### config.mk
export PLATFORM = sky130hd
export DESIGN_NAME = sfp_rx_link_ctrl
export DESIGN_NICKNAME = d
export VERILOG_FILES = /design/src/rtl/sfp_rx_link_ctrl.sv
export SDC_FILE = /design/constraint.sdc
export NUM_CORES = 1
export LEC_CHECK = 0
export ABC_AREA = 1
export BUFFER_PORTS_ARGS = -buffer_cell sky130_fd_sc_hd__buf_4
export CAP_MARGIN = 40
export CORE_MARGIN = 5
export CORE_UTILIZATION = 49
export CTS_CLUSTER_SIZE = 16
export DETAILED_ROUTE_END_ITERATION = 12
export MAX_ROUTING_LAYER = met4
export PLACE_DENSITY = 0.81
export SYNTH_ARGS = -nofsm -noshare
export SYNTH_HDL_FRONTEND = slang
export SYNTH_SLANG_ARGS = --single-unit
export TNS_END_PERCENT = 5
### constraint.sdc
create_clock -name clk -period 2 [get_ports clk]
set_input_delay 0.1 -clock clk [delete_from_list [all_inputs] [get_ports clk]]
set_output_delay 0.1 -clock clk [all_outputs]
set_load 0.1 [all_outputs]
### src/rtl/sfp_rx_link_ctrl.sv
// rtl/sfp_rx_link_ctrl.sv - comma-lock, error-rate monitor and GT reset request for the SFP 8b10b RX path
module sfp_rx_link_ctrl #(
  parameter int LOCK_CNT     = 16,
  parameter int ERR_WINDOW   = 1024,
  parameter int ERR_THRESH   = 8,
  parameter int HUNT_TIMEOUT = 65536,
  parameter int RST_CYCLES   = 32
) (
  input  logic        clk,
  input  logic        rst_n,
  input  logic [31:0] rx_data_in,
  input  logic [3:0]  rx_charisk_in,
  input  logic [3:0]  rx_err_in,
  output logic [31:0] rx_data_out,
  output logic        rx_valid_out,
  output logic        link_up,
  output logic        gt_rx_reset,
  output logic [15:0] err_cnt
);

  localparam int CC_W   = $clog2(LOCK_CNT + 1);
  localparam int TO_W   = $clog2(HUNT_TIMEOUT + 1);
  localparam int WIN_W  = $clog2(ERR_WINDOW + 1);
  localparam int WERR_W = $clog2(ERR_THRESH + 1);
  localparam int RST_W  = $clog2(RST_CYCLES + 1);

  typedef enum logic [1:0] {HUNT, VERIFY, LOCKED, RESET_GT} state_t;
  state_t state, next_state;

  logic [CC_W-1:0]   comma_cnt;
  logic [TO_W-1:0]   to_cnt;
  logic [WIN_W-1:0]  win_cnt;
  logic [WERR_W-1:0] werr_cnt;
  logic [WERR_W-1:0] werr_next;
  logic [RST_W-1:0]  rst_cnt;

  logic is_comma, is_err, is_data;
  logic in_search, timeout, comma_done, win_wrap, thresh_hit, rst_done;

  assign is_comma = (rx_charisk_in == 4'b0001) && (rx_data_in[7:0] == 8'hBC) && (rx_err_in == 4'b0000);
  assign is_err   = (|rx_err_in) || ((rx_charisk_in != 4'b0000) && !is_comma);
  assign is_data  = (rx_charisk_in == 4'b0000) && (rx_err_in == 4'b0000);

  assign in_search  = (state == HUNT) || (state == VERIFY);
  assign timeout    = (to_cnt == TO_W'(HUNT_TIMEOUT - 1));
  // comma_cnt is 0 in HUNT, so LOCK_CNT==1 locks straight from HUNT
  assign comma_done = is_comma && (comma_cnt == CC_W'(LOCK_CNT - 1));
  assign win_wrap   = (win_cnt == WIN_W'(ERR_WINDOW - 1));
  // an error on the wrap cycle is the first error of the new window
  assign werr_next  = win_wrap ? WERR_W'(is_err) : werr_cnt + WERR_W'(is_err);
  assign thresh_hit = is_err && (werr_next == WERR_W'(ERR_THRESH));
  assign rst_done   = (rst_cnt == RST_W'(RST_CYCLES - 1));

  always_ff @(posedge clk or negedge rst_n) begin
    if (!rst_n) state <= HUNT;
    else        state <= next_state;
  end

  always_comb begin
    next_state = state;
    unique case (state)
      HUNT, VERIFY: begin
        if (timeout)         next_state = RESET_GT;
        else if (comma_done) next_state = LOCKED;
        else if (is_comma)   next_state = VERIFY;
        else if (is_err)     next_state = HUNT;
      end
      LOCKED:   if (thresh_hit) next_state = HUNT;
      RESET_GT: if (rst_done)   next_state = HUNT;
    endcase
  end

  always_comb begin
    gt_rx_reset = (state == RESET_GT);
  end

  always_ff @(posedge clk or negedge rst_n) begin
    if (!rst_n) begin
      comma_cnt    <= '0;
      to_cnt       <= '0;
      win_cnt      <= '0;
      werr_cnt     <= '0;
      rst_cnt      <= '0;
      rx_data_out  <= '0;
      rx_valid_out <= 1'b0;
      link_up      <= 1'b0;
      err_cnt      <= '0;
    end else begin
      if (next_state != VERIFY) comma_cnt <= '0;
      else if (is_comma)        comma_cnt <= comma_cnt + CC_W'(1);

      if (in_search && (next_state == HUNT || next_state == VERIFY)) to_cnt <= to_cnt + TO_W'(1);
      else                                                           to_cnt <= '0;

      if (state == LOCKED && next_state == LOCKED) begin
        win_cnt  <= win_wrap ? '0 : win_cnt + WIN_W'(1);
        werr_cnt <= werr_next;
      end else begin
        win_cnt  <= '0;
        werr_cnt <= '0;
      end

      if (state == RESET_GT && next_state == RESET_GT) rst_cnt <= rst_cnt + RST_W'(1);
      else                                             rst_cnt <= '0;

      rx_data_out  <= rx_data_in;
      rx_valid_out <= (state == LOCKED) && is_data;
      link_up      <= (next_state == LOCKED);
      if (state == LOCKED && is_err && err_cnt != 16'hFFFF) err_cnt <= err_cnt + 16'd1;
    end
  end

endmodule

==> reports/metrics.yaml, run 1 <==
cap_violations: 0
dp_hpwl_um: 6750
grt-ovfl-total: 0
grt_pass1_vias: 3673
max_slew.worst_pin.slew_ns: 0.574
leakagePower_nw: 2.80
rr_worst_depth: 16
min_period_ns: 2.15
hold_violations: 0
synthTopCellsByCount: "dfrtp_1 (95), nand2_1 (75), nor2_1 (52)"
finalWeightedCongestion: 0.857
drt_pass1_iterations: 4
start_util_pct: 50.6
drc_errors: 0
grt_start_max_net_pins: 45
vias: 3441
regArea_um2: 2380
drtAntennaViolNets: 0
syn_avg_cell_area_um2: 10.1
hold_end: "rx_valid_out"
synthTopCellsByArea: "dfrtp_1 (57%), nand2_1 (6.7%), xor2_1 (5.8%), nor2_1 (4.6%), inv_1 (3.6%)"
antenna_found_initial: 0
io_buffers: 92
synth-async-reset-ratio_pct: 100
fin_area_um2: 5850
path_max_fanout: 10
fillCellCount: 555
reg2reg_to: "to_cnt[1]"
slew_headroom_pct: 61.8
antenna_cells: 0
r2r_slack_ns: -0.15
rows: 33
dieArea_um2: 10500
r2r_start: "to_cnt[1]"
drive_gt1_share_pct: 32.7
critical_path_class: "register to register"
post-route-period-util_pct: 107
core-area_um2: 8300
wl_per_cell_um: 14.4
critical_path.startpoint_type: "register"
viasPerCell: 4.97
max_freq_ghz: 0.465
area_delta_synth_final_pct: 39.3
h-tree-depth: 3
ys_ff_latch: 95
yosysSeqAreaShare_pct: 56.6
synthCells: 417
clock_latency_ns: 0.38
chipHeight_um: 103
fin_nets: 633
clkTransAtPathRegs_ns: 0.10
die_x_um: 103
dp_worst_setup_slack_ns: -0.304
cts_tree: "yes"
cts-root-buf: "clkbuf_8"
numCtsBuffers: 9
ir_worst_vdd_v: 0.000385
finalSetupViolCount: 23
hold_depth: 7
p_per_area_nw_per_um2: 649
ys.warnings.count: 0
syn-num-nets: 468
ys.flop_type: "dfrtp_1"
multi_input_area_um2: 1640
final.setup_skew_ns: 0.0159
violations: "setup timing"
wl_um: 9940
drt-initial-drc-count: 116
place_area_um2: 5250
grt_pass1_wl_um: 16500
rsz0062_at_grt: "true"
setup_tns_ns: -2.57
synth_area_um2: 4200
worstHoldPathType: "input pin to register"
setup_slack_ns: -0.150
synth_top_cell_area_share_pct: 56.6
final_util_pct: 70.5
required_ns: 2.26
end_kind: "register"
yosysMostFrequentCell: "dfrtp_1"
grt.total_usage_pct: 20.7
clock-sinks: 95
status: "complete, but fails checks"
critPathArrivalTime_ns: 2.41
worstHoldStart: "rx_charisk_in[2]"
ios: 93
synth_area_leader_cell: "dfrtp_1"
slew_violations: 0
synth-edff-count: 0
clockBufferDepth: 2
synth_cell_types: 35
final cells by class:
| cell class | count | area share, % |
|---|---|---|
| flip-flops and latches | 95 | 40.7 |
| multi-input cells | 270 | 28.1 |
| repair buffers | 156 | 22.1 |
| inverters | 50 | 3.21 |
| well taps | 105 | 2.25 |
| clock buffers | 9 | 2.12 |
| clock inverters | 7 | 1.52 |
registers in the layout, summed over array words and instances (netlist names):
register and count:
rx_data_out 32, to_cnt 17, err_cnt 16, win_cnt 11
rst_cnt 6, comma_cnt 5, werr_cnt 4, state 2
link_up 1, rx_valid_out 1
layer usage:
| layer | global-route usage (%) | part of all wire (%) |
|---|---|---|
| met3 | 4.33 | 4.9 |
| met2 | 38.7 | 55 |
| met1 | 21.8 | 38 |
| met4 | 6.05 | 1.7 |
| met5 | - | 0 |
through the flow:
stage	std cells	power, W	hold slack, ns
after CTS	690	0.00382	0.208
after floorplan	417	0.00226	-0.196
after global routing	692	0.00395	0.276
after detailed placement	641	0.00244	0.127
final	692	0.00379	0.254
after global placement	641	0.00244	0.123
power breakdown:
part,switching [W],internal (W)
logic,0.000343,0.000153
clock network,0.000727,0.000608
registers,0.0000107,0.00195
total,0.00108,0.00271
logic make-up (layout without fill, tap and decap cells):
| family | after synthesis | in the layout | share of synthesized area, % |
|---|---|---|---|
| xor gates and xnor gates | 34 | 34 | 7.09 |
| adders and majority gates | 9 | 9 | 2.68 |
| AOI/OAI and AO/OA | 23 | 23 | 3.64 |
| DFF | 95 | 95 | 56.6 |
| and+or+nand+nor | 204 | 204 | 24.8 |
| buffers and inverters | 52 | 222 | 5.21 |
what timing repair did:
action                                 in CTS  in global routing
setup endpoints to repair                  25                 39
pin swaps                                   1                  2
endpoints found under the hold margin      74                  0
buffers inserted                            0                  2
hold buffers                               33                  0
resized for setup                           3                  5
cells in the final DEF (no fill, tap or decap), drive strengths merged:
master / n
a21oi: 9
and3: 1
buf: 123
bufinv: 1
clkbuf: 9
clkinv: 3
clkinvlp: 1
dfrtp: 95
dlygate4sd3: 33
ha: 9
inv: 52
nand2: 79
nand3: 21
nand3b: 1
nand4: 14
nor2: 71
nor3: 7
nor3b: 2
nor4: 6
o211ai: 1
o21a: 1
o21ai: 11
o21bai: 1
or2: 2
xnor2: 6
xor2: 28
worst max path at each step:
| stage | slack, ns | from | to | cells after the start |
|---|---|---|---|---|
| 3_3_place_gp | -0.19 | rx_err_in[3] | comma_cnt[1] | 16 |
| 5_1_grt | -0.35 | to_cnt[1] | comma_cnt[3] | 14 |
| 6_report | -0.15 | to_cnt[1] | to_cnt[1] | 16 |
| 2_1_floorplan | -0.13 | to_cnt[0] | to_cnt[7] | 16 |
| 3_5_place_dp | -0.30 | rx_err_in[3] | to_cnt[1] | 17 |
| 4_1_cts | -0.22 | to_cnt[1] | to_cnt[1] | 16 |
worst max-delay path: stages (launching register included):
cell	delay, ns
dfrtp_1	0.41
ha_4	0.16
nand3_2	0.10
nor2_4	0.10
inv_1	0.06
nor2_2	0.09
nand4_1	0.11
nor3_1	0.15
nand3_1	0.09
nor2_1	0.10
ha_1	0.14
inv_1	0.06
nand2_2	0.08
a21oi_4	0.06
nand3_4	0.10
buf_12	0.16
nor2_1	0.06
No activity file was read; power rests on OpenSTA's default activity.
==> run 2, diff against run 1 <==
Settings changed: ABC_AREA 1 to default, CORE_UTILIZATION 49 to 48.
==> run 2 against run 1 <==
Effect of this change:
- setup slack improved by 0.18 ns
- utilization increased by 0.75 points
- first-iteration DRC count increased by 22%
- register-to-register slack improved by 0.20 ns
- highest routed layer unchanged
- critical endpoint is now win_cnt[3]
- sequential cell count unchanged
- die area decreased by 5.6%
- the flow now finishes without violations
- synthesized cell count decreased by 22%
- global-route usage increased by 0.12 points
- sequential share of layout area increased by 2.3 points
- sequential power about the same
==> reports/metrics.yaml, run 2 <==
status: "complete, no violations"
synthTopCellsByArea: "dfrtp_1 (62%), xor2_1 (5.0%), nor2_1 (4.8%), xnor2_1 (4.8%), ha_1 (2.9%)"
rsz0062_at_grt: "true"
r2r_start: "err_cnt[0]"
worstHoldPathType: "input pin to register"
internal_power_w: 0.00260  # -4.1%
yosysSeqAreaShare_pct: 61.6  # +5.0 points
start_util_pct: 49.7  # -0.93 points
antenna_found_initial: 0  # unchanged
grt_start_max_net_pins: 45  # unchanged
synth_area_um2: 3860  # -8.1%
grt.total_usage_pct: 20.8  # +0.12 points
post-route-period-util_pct: 98.7  # -8.8 points
synthTopCellsByCount: "dfrtp_1 (95), nor2_1 (49), nand2_1 (23)"
path_max_fanout: 8  # -2
drtAntennaViolNets: 0  # unchanged
switchingPower_w: 0.00114  # +5.6%
synth-async-reset-ratio_pct: 100  # unchanged
drc_errors: 0  # unchanged
dp_worst_setup_slack_ns: -0.486  # -0.182 ns
stdcell_count: 597  # -14%
numCtsBuffers: 9  # unchanged
core-area_um2: 7770  # -6.4%
numPlacedInstances: 547  # -15%
yosysMostFrequentCell: "dfrtp_1"
finalSetupViolCount: 0  # -100%
p_comb_share_pct: 13.3  # +0.2 points
dp_hpwl_um: 6140  # -9.0%
final_common_cell: "buf_4"
cpMaxStageDelayCell: "or4_4"
grt_pass1_wl_um: 15800  # -4.0%
die_x_um: 99.6  # -2.9%
synth_compound_gate_area_share_pct: 4.05  # +0.42 points
largest-register: "rx_data_out"
ir_worst_vdd_v: 0.000347  # -9.9%
clkTransAtPathRegs_ns: 0.10  # about the same
slowest_delay_ns: 0.55  # +0.14 ns
dr_wl_met3_um: 466  # -4.5%
drt-initial-drc-count: 142  # +22%
final.setup_skew_ns: 0.0181  # +0.00212 ns
syn-num-nets: 378  # -19%
end_kind: "register"
rows: 32  # -3.0%
synth_top_cell_area_share_pct: 61.6  # +5.0 points
switching_share_pct: 30.5  # +2.0 points
setup_tns_ns: 0  # +2.57 ns
ys.flop_type: "dfrtp_1"
p_per_area_nw_per_um2: 677  # +4.3%
synthMuxAreaShare_pct: 0.584  # +0.58 points
max_slew.worst_pin.slew_ns: 0.511  # -0.0627 ns
max_freq_ghz: 0.507  # +9.0%
synth_fa_ha_area_share_pct: 2.92  # +0.24 points
dieArea_um2: 9930  # -5.6%
wl_um: 10000  # +1.1%
viasPerCell: 5.22  # +4.9%
synth_cell_types: 42  # +20%
synth-edff-count: 0  # unchanged
io_buffers: 92  # unchanged
min_period_ns: 1.97  # -0.177 ns
syn_avg_cell_area_um2: 11.8  # +17%
drt-met1-wl_um: 3850  # +1.9%
top_layer_used: "met4"
crit_family: "simple AND/OR/NAND/NOR gates"
drt_pass1_iterations: 4  # unchanged
fin_nets: 541  # -15%
h-tree-depth: 3  # unchanged
whs_ns: 0.0862  # -0.168 ns
grt-ovfl-total: 0  # unchanged
synth-xor-area-share_pct: 9.76  # +2.7 points
required_ns: 2.25  # about the same
clockBufferDepth: 2  # unchanged
grt_pass1_vias: 3270  # -11%
pwr-share-clk_pct: 34.2  # -1.0 points
r2r_slack_ns: 0.05  # +0.20 ns
ys.warnings.count: 0  # unchanged
drive_gt1_share_pct: 35.6  # +2.8 points
critical_path.startpoint_type: "input pin"
place_area_um2: 4890  # -6.9%
wl_per_cell_um: 16.8  # +17%
ios: 93  # unchanged
cap_violations: 0  # unchanged
p_seq_share_pct: 52.5  # +0.8 points
worstHoldStart: "rx_charisk_in[0]"
cts_tree: "yes"
antenna_cells: 0  # unchanged
leakagePower_nw: 2.51  # -10%
vias: 3115  # -9.5%
critPathLaunch: "rx_charisk_in[1]"
cp_cell_sequence: "buf_4 -> or4_4 -> nor4_4 -> nand2_1 -> ha_2 -> ha_4 -> or2_4 -> a221o_2 -> nand3b_4 -> nor2_2"
ys_ff_latch: 95  # unchanged
chipHeight_um: 99.6  # -2.9%
finalWeightedCongestion: 0.817  # -4.7%
synth_area_leader_cell: "dfrtp_1"
setup_slack_ns: 0.0270  # +0.177 ns
rr_worst_depth: 6  # -10
clock-sinks: 95  # unchanged
clock_latency_ns: 0.38  # about the same
critical_path_buf_inv_count: 1  # -2
synthCells: 327  # -22%
largest_reg_flops: 32  # unchanged
synth_top_family_by_area: "simple AND/OR/NAND/NOR gates"
hold_depth: 4  # -3
critPathArrivalTime_ns: 2.23  # -0.18 ns
hold_violations: 0  # unchanged
synthSimpleGateAreaFrac_pct: 20.0  # -4.8 points
area_delta_synth_final_pct: 43.4
routed-wl-met2_um: 5320  # -3.4%
final_cell_mix: "buf_4 (119), dfrtp_1 (91), nor2_1 (40)"
cts-root-buf: "clkbuf_8"
reg_top3: "rx_data_out (32), to_cnt (17), err_cnt (16)"
reg2reg_to: "err_cnt[1]"
critical_path_class: "input pin to register"
fin_area_um2: 5530  # -5.4%
hold_end: "comma_cnt[4]"
slew_violations: 0  # unchanged
slew_headroom_pct: 65.9  # +4.2 points
## run 2: changes by cell type in the layout (fill, tap and decap cells not counted), sizes merged, moves of 3 or more
cell / previous run / this run
nor2: 71 / 49
o21ai: 11 / 4
xor2: 28 / 22
and4: 0 / 6
buf: 123 / 120
nor4: 6 / 2
nand4: 14 / 8
inv: 52 / 14
xnor2: 6 / 21
and3: 1 / 9
nand2: 79 / 25
## run 2: worst max-delay path by stage
stage	endpoint	depth (start not counted)	slack (ns)
5_1_grt	win_cnt[3]	11	-0.06
4_1_cts	link_up	10	-0.02
3_3_place_gp	win_cnt[3]	10	-0.43
3_5_place_dp	werr_cnt[2]	10	-0.49
6_report	win_cnt[3]	10	0.03
2_1_floorplan	werr_cnt[2]	9	-0.52
## run 2: cell type report
cell class,count,area [um2]
flip-flops and latches,95,2380
fillers,513,2240
multi-input cells,222,1550
repair buffers,153,1240
well taps,102,128
clock buffers,9,124
clock inverters,7,71.3
inverters,9,33.8
## run 2: power by group through the flow
stage / sequential [W] / combinational (W) / clock (W)
after floorplan: 0.00225 / 0.00000840 / 0
after global placement: 0.00200 / 0.000438 / 0
after detailed placement: 0.00200 / 0.000443 / 0
after CTS: 0.00196 / 0.000495 / 0.00128
after global routing: 0.00197 / 0.000519 / 0.00139
final: 0.00196 / 0.000498 / 0.00128
## run 2: layer usage
metal	vias up	track usage, %
li1	1457	-
met1	1526	24.3
met2	101	35.6
met3	31	3.86
met4	0	8.30
met5	-	-
## run 2: cell families (layout without fill, tap and decap cells)
group	Yosys count	in the layout
adders and majority gates	9	9
DFF	95	95
xor gates and xnor gates	43	43
muxes	2	2
AOI/OAI and AO/OA	23	23
and+or+nand+nor	145	145
buffers and inverters	10	178
## run 2: stage by stage
stage               power, W  utilization, %
floorplan            0.00226               -
global placement     0.00244            62.9
detailed placement   0.00244            62.9
CTS                  0.00374            70.5
global route         0.00388            71.2
finish               0.00374            71.2
## run 2: what timing repair did
| item | CTS | global route |
|---|---|---|
| resized for setup | 12 | 16 |
| hold endpoints to repair | 70 | 0 |
| pin swaps | 7 | 11 |
| hold buffers | 33 | 0 |
| endpoints found under the setup margin | 36 | 39 |
| setup buffers | 1 | 0 |
## run 2: worst min-delay path, cell delays in order
cell and delay (ns):
buf_4 0.11, nand3_4 0.08, nand2_1 0.08, a21oi_1 0.05
==> run 3, diff against run 2 <==
Settings changed: CORE_UTILIZATION 48 to 51, GPL_ROUTABILITY_DRIVEN from default to 0, PLACE_DENSITY 0.81 to 0.82, SETUP_SLACK_MARGIN from default to 0.2.
Clock period 2 ns to 2.1 ns, I/O delays scaled along.
==> run 3 against run 2 <==
Effect of this change:
- sequential power fell by 5%
- sequential share of layout area rose by 0.16 points
- utilization rose by 4.7 points
- via count rose by 0.71%
- critical path type unchanged
- largest power group unchanged
==> reports/metrics.yaml, run 3 (synthesis gave the netlist of run 2 again) <==
clock-sinks: 95  # unchanged
critPathArrivalTime_ns: 2.29  # +0.06 ns
start_util_pct: 52.9  # +3.2 points
pwr-share-clk_pct: 35.4  # +1.2 points
antenna_cells: 0  # unchanged
io_buffers: 92  # unchanged
cts_tree: "yes"
critical_path.startpoint_type: "input pin"
fin_area_um2: 5530  # about the same
p_per_area_nw_per_um2: 656  # -3.0%
grt.total_usage_pct: 23.0  # +2.2 points
ir_worst_vdd_v: 0.000376  # +8.2%
setup_tns_ns: 0  # unchanged
place_area_um2: 4840  # -0.95%
wl_per_cell_um: 17.4  # +3.2%
post-route-period-util_pct: 97.6
antenna_found_initial: 0  # unchanged
hold_end: "rx_valid_out"
final_common_cell: "buf_4"
reg2reg_to: "state[1]"
cap_violations: 0  # unchanged
rsz0062_at_grt: "true"
dieArea_um2: 9400  # -5.3%
clockBufferDepth: 2  # unchanged
vias: 3137  # +0.71%
worstHoldPathType: "input pin to register"
rr_worst_depth: 10  # +4
max_freq_ghz: 0.488
rows: 31  # -3.1%
numCtsBuffers: 9  # unchanged
drt-initial-drc-count: 74  # -48%
max_slew.worst_pin.slew_ns: 0.533  # +0.0217 ns
p_comb_share_pct: 13.2  # about the same
grt-ovfl-total: 0  # unchanged
status: "complete, no violations"
drtAntennaViolNets: 0  # unchanged
largest-register: "rx_data_out"
switching_share_pct: 28.2  # -2.3 points
final_cell_mix: "buf_4 (110), dfrtp_1 (87), nor2_1 (45)"
dp_hpwl_um: 6220  # +1.4%
core-area_um2: 7290  # -6.1%
chipHeight_um: 97.0  # -2.7%
h-tree-depth: 3  # unchanged
finalSetupViolCount: 0  # unchanged
leakagePower_nw: 2.48  # -0.92%
ios: 93  # unchanged
grt_pass1_vias: 3372  # +3.1%
hold_depth: 3  # -1
grt_start_max_net_pins: 43  # -4.4%
grt_pass1_wl_um: 17000  # +7.2%
internal_power_w: 0.00261  # +0.21%
end_kind: "register"
slew_headroom_pct: 64.5  # -1.4 points
die_x_um: 97.0  # -2.7%
clkTransAtPathRegs_ns: 0.10  # about the same
switchingPower_w: 0.00103  # -10%
slew_violations: 0  # unchanged
clock_latency_ns: 0.36  # -0.02 ns
hold_violations: 0  # unchanged
cts-root-buf: "clkbuf_8"
wl_um: 10200  # +1.6%
largest_reg_flops: 32  # unchanged
p_seq_share_pct: 51.5  # -1.0 points
r2r_start: "to_cnt[1]"
worstHoldStart: "rx_charisk_in[0]"
min_period_ns: 2.05
final.setup_skew_ns: 0.0115  # -0.00657 ns
reg_top3: "rx_data_out (32), to_cnt (17), err_cnt (16)"
area_delta_synth_final_pct: 43.5  # about the same
viasPerCell: 5.34  # +2.2%
drc_errors: 0  # unchanged
r2r_slack_ns: 0.11  # +0.06 ns
fin_nets: 535  # -1.1%
drt_pass1_iterations: 4  # unchanged
fillCellCount: 435  # -15%
drive_gt1_share_pct: 35.2  # -0.38 points
path_max_fanout: 7  # -1
critical_path_class: "input pin to register"
required_ns: 2.34  # +0.09 ns
==> run 3: cell types whose count changed in the layout (fill, tap and decap cells not counted), moves of 2 or more <==
cell / delta
buf_4: -9
buf_6: +3
clkinv_4: -2
dfrtp_1: -4
dfrtp_2: +2
dfrtp_4: +2
ha_4: +2
inv_6: +3
inv_8: -4
nand2_4: +2
nor2_1: +5
nor2_2: -3
nor2_4: -2
==> run 3: repair_timing <==
item / 4_1_cts / 5_1_grt
hold buffers: 33 / 0
endpoints found under the setup margin: 37 / 49
hold endpoints to repair: 71 / 0
pin swaps: 20 / 10
setup buffers: 1 / 1
gates resized for setup: 24 / 7
==> run 3: critical path: stages <==
cell	delay (ns)
buf_6	0.09
or4_4	0.56
nor4_4	0.23
nand2_2	0.12
ha_4	0.19
ha_4	0.21
or2_4	0.22
a221o_2	0.35
nand2_4	0.14
nand3_2	0.06
==> run 3: through the flow <==
stage | cells | setup slack (ns) | utilization [%] | power (W) | hold WS (ns)
6_report | 588 | 0.0513 | 75.9 | 0.00363 | 0.114
3_3_place_gp | 537 | -0.376 | 66.4 | 0.00232 | 0.122
3_5_place_dp | 537 | -0.452 | 66.4 | 0.00233 | 0.123
5_1_grt | 588 | 0.0130 | 75.9 | 0.00376 | 0.108
2_1_floorplan | 327 | -0.425 | - | 0.00215 | -0.191
4_1_cts | 587 | -0.00659 | 75.4 | 0.00363 | 0.101
==> run 3: worst max path at each step <==
stage | slack [ns] | start | end | depth (start not counted)
after floorplan | -0.43 | rx_err_in[2] | werr_cnt[2] | 9
after global placement | -0.38 | rx_err_in[2] | win_cnt[3] | 10
after detailed placement | -0.45 | rx_err_in[2] | win_cnt[3] | 10
after CTS | -0.007 | rx_charisk_in[1] | link_up | 10
after global routing | 0.01 | rx_err_in[2] | link_up | 10
final | 0.05 | rx_err_in[2] | link_up | 10
==> run 3: cell type report <==
cell class / count / area (um2) / share of cell area (%)
Multi-Input combinational cell: 222 / 1560 / 28.3
Clock buffer: 10 / 138 / 2.49
Sequential cell: 95 / 2390 / 43.2
Clock inverter: 6 / 72.6 / 1.31
Inverter: 9 / 33.8 / 0.610
Timing Repair Buffer: 147 / 1210 / 21.9
Tap cell: 99 / 124 / 2.24
==> run 3: power by group through the flow <==
stage / Clock (W) / Combinational (W) / Sequential (W)
after floorplan: 0 / 0.00000799 / 0.00214
after global placement: 0 / 0.000417 / 0.00190
after detailed placement: 0 / 0.000423 / 0.00190
after CTS: 0.00129 / 0.000473 / 0.00187
after global routing: 0.00139 / 0.000498 / 0.00187
final: 0.00128 / 0.000478 / 0.00187
==> run 3: per-layer routing <==
layer  routed length (um)  GRT usage, %  vias up  part of all wire [%]
li1                     -             -     1439                     -
met1                 3790          25.2     1556                    37
met2                 5620          41.1      117                    55
met3                  486          5.04       25                   4.8
met4                  301          8.42        0                   2.9
met5                    0             -        -                     0
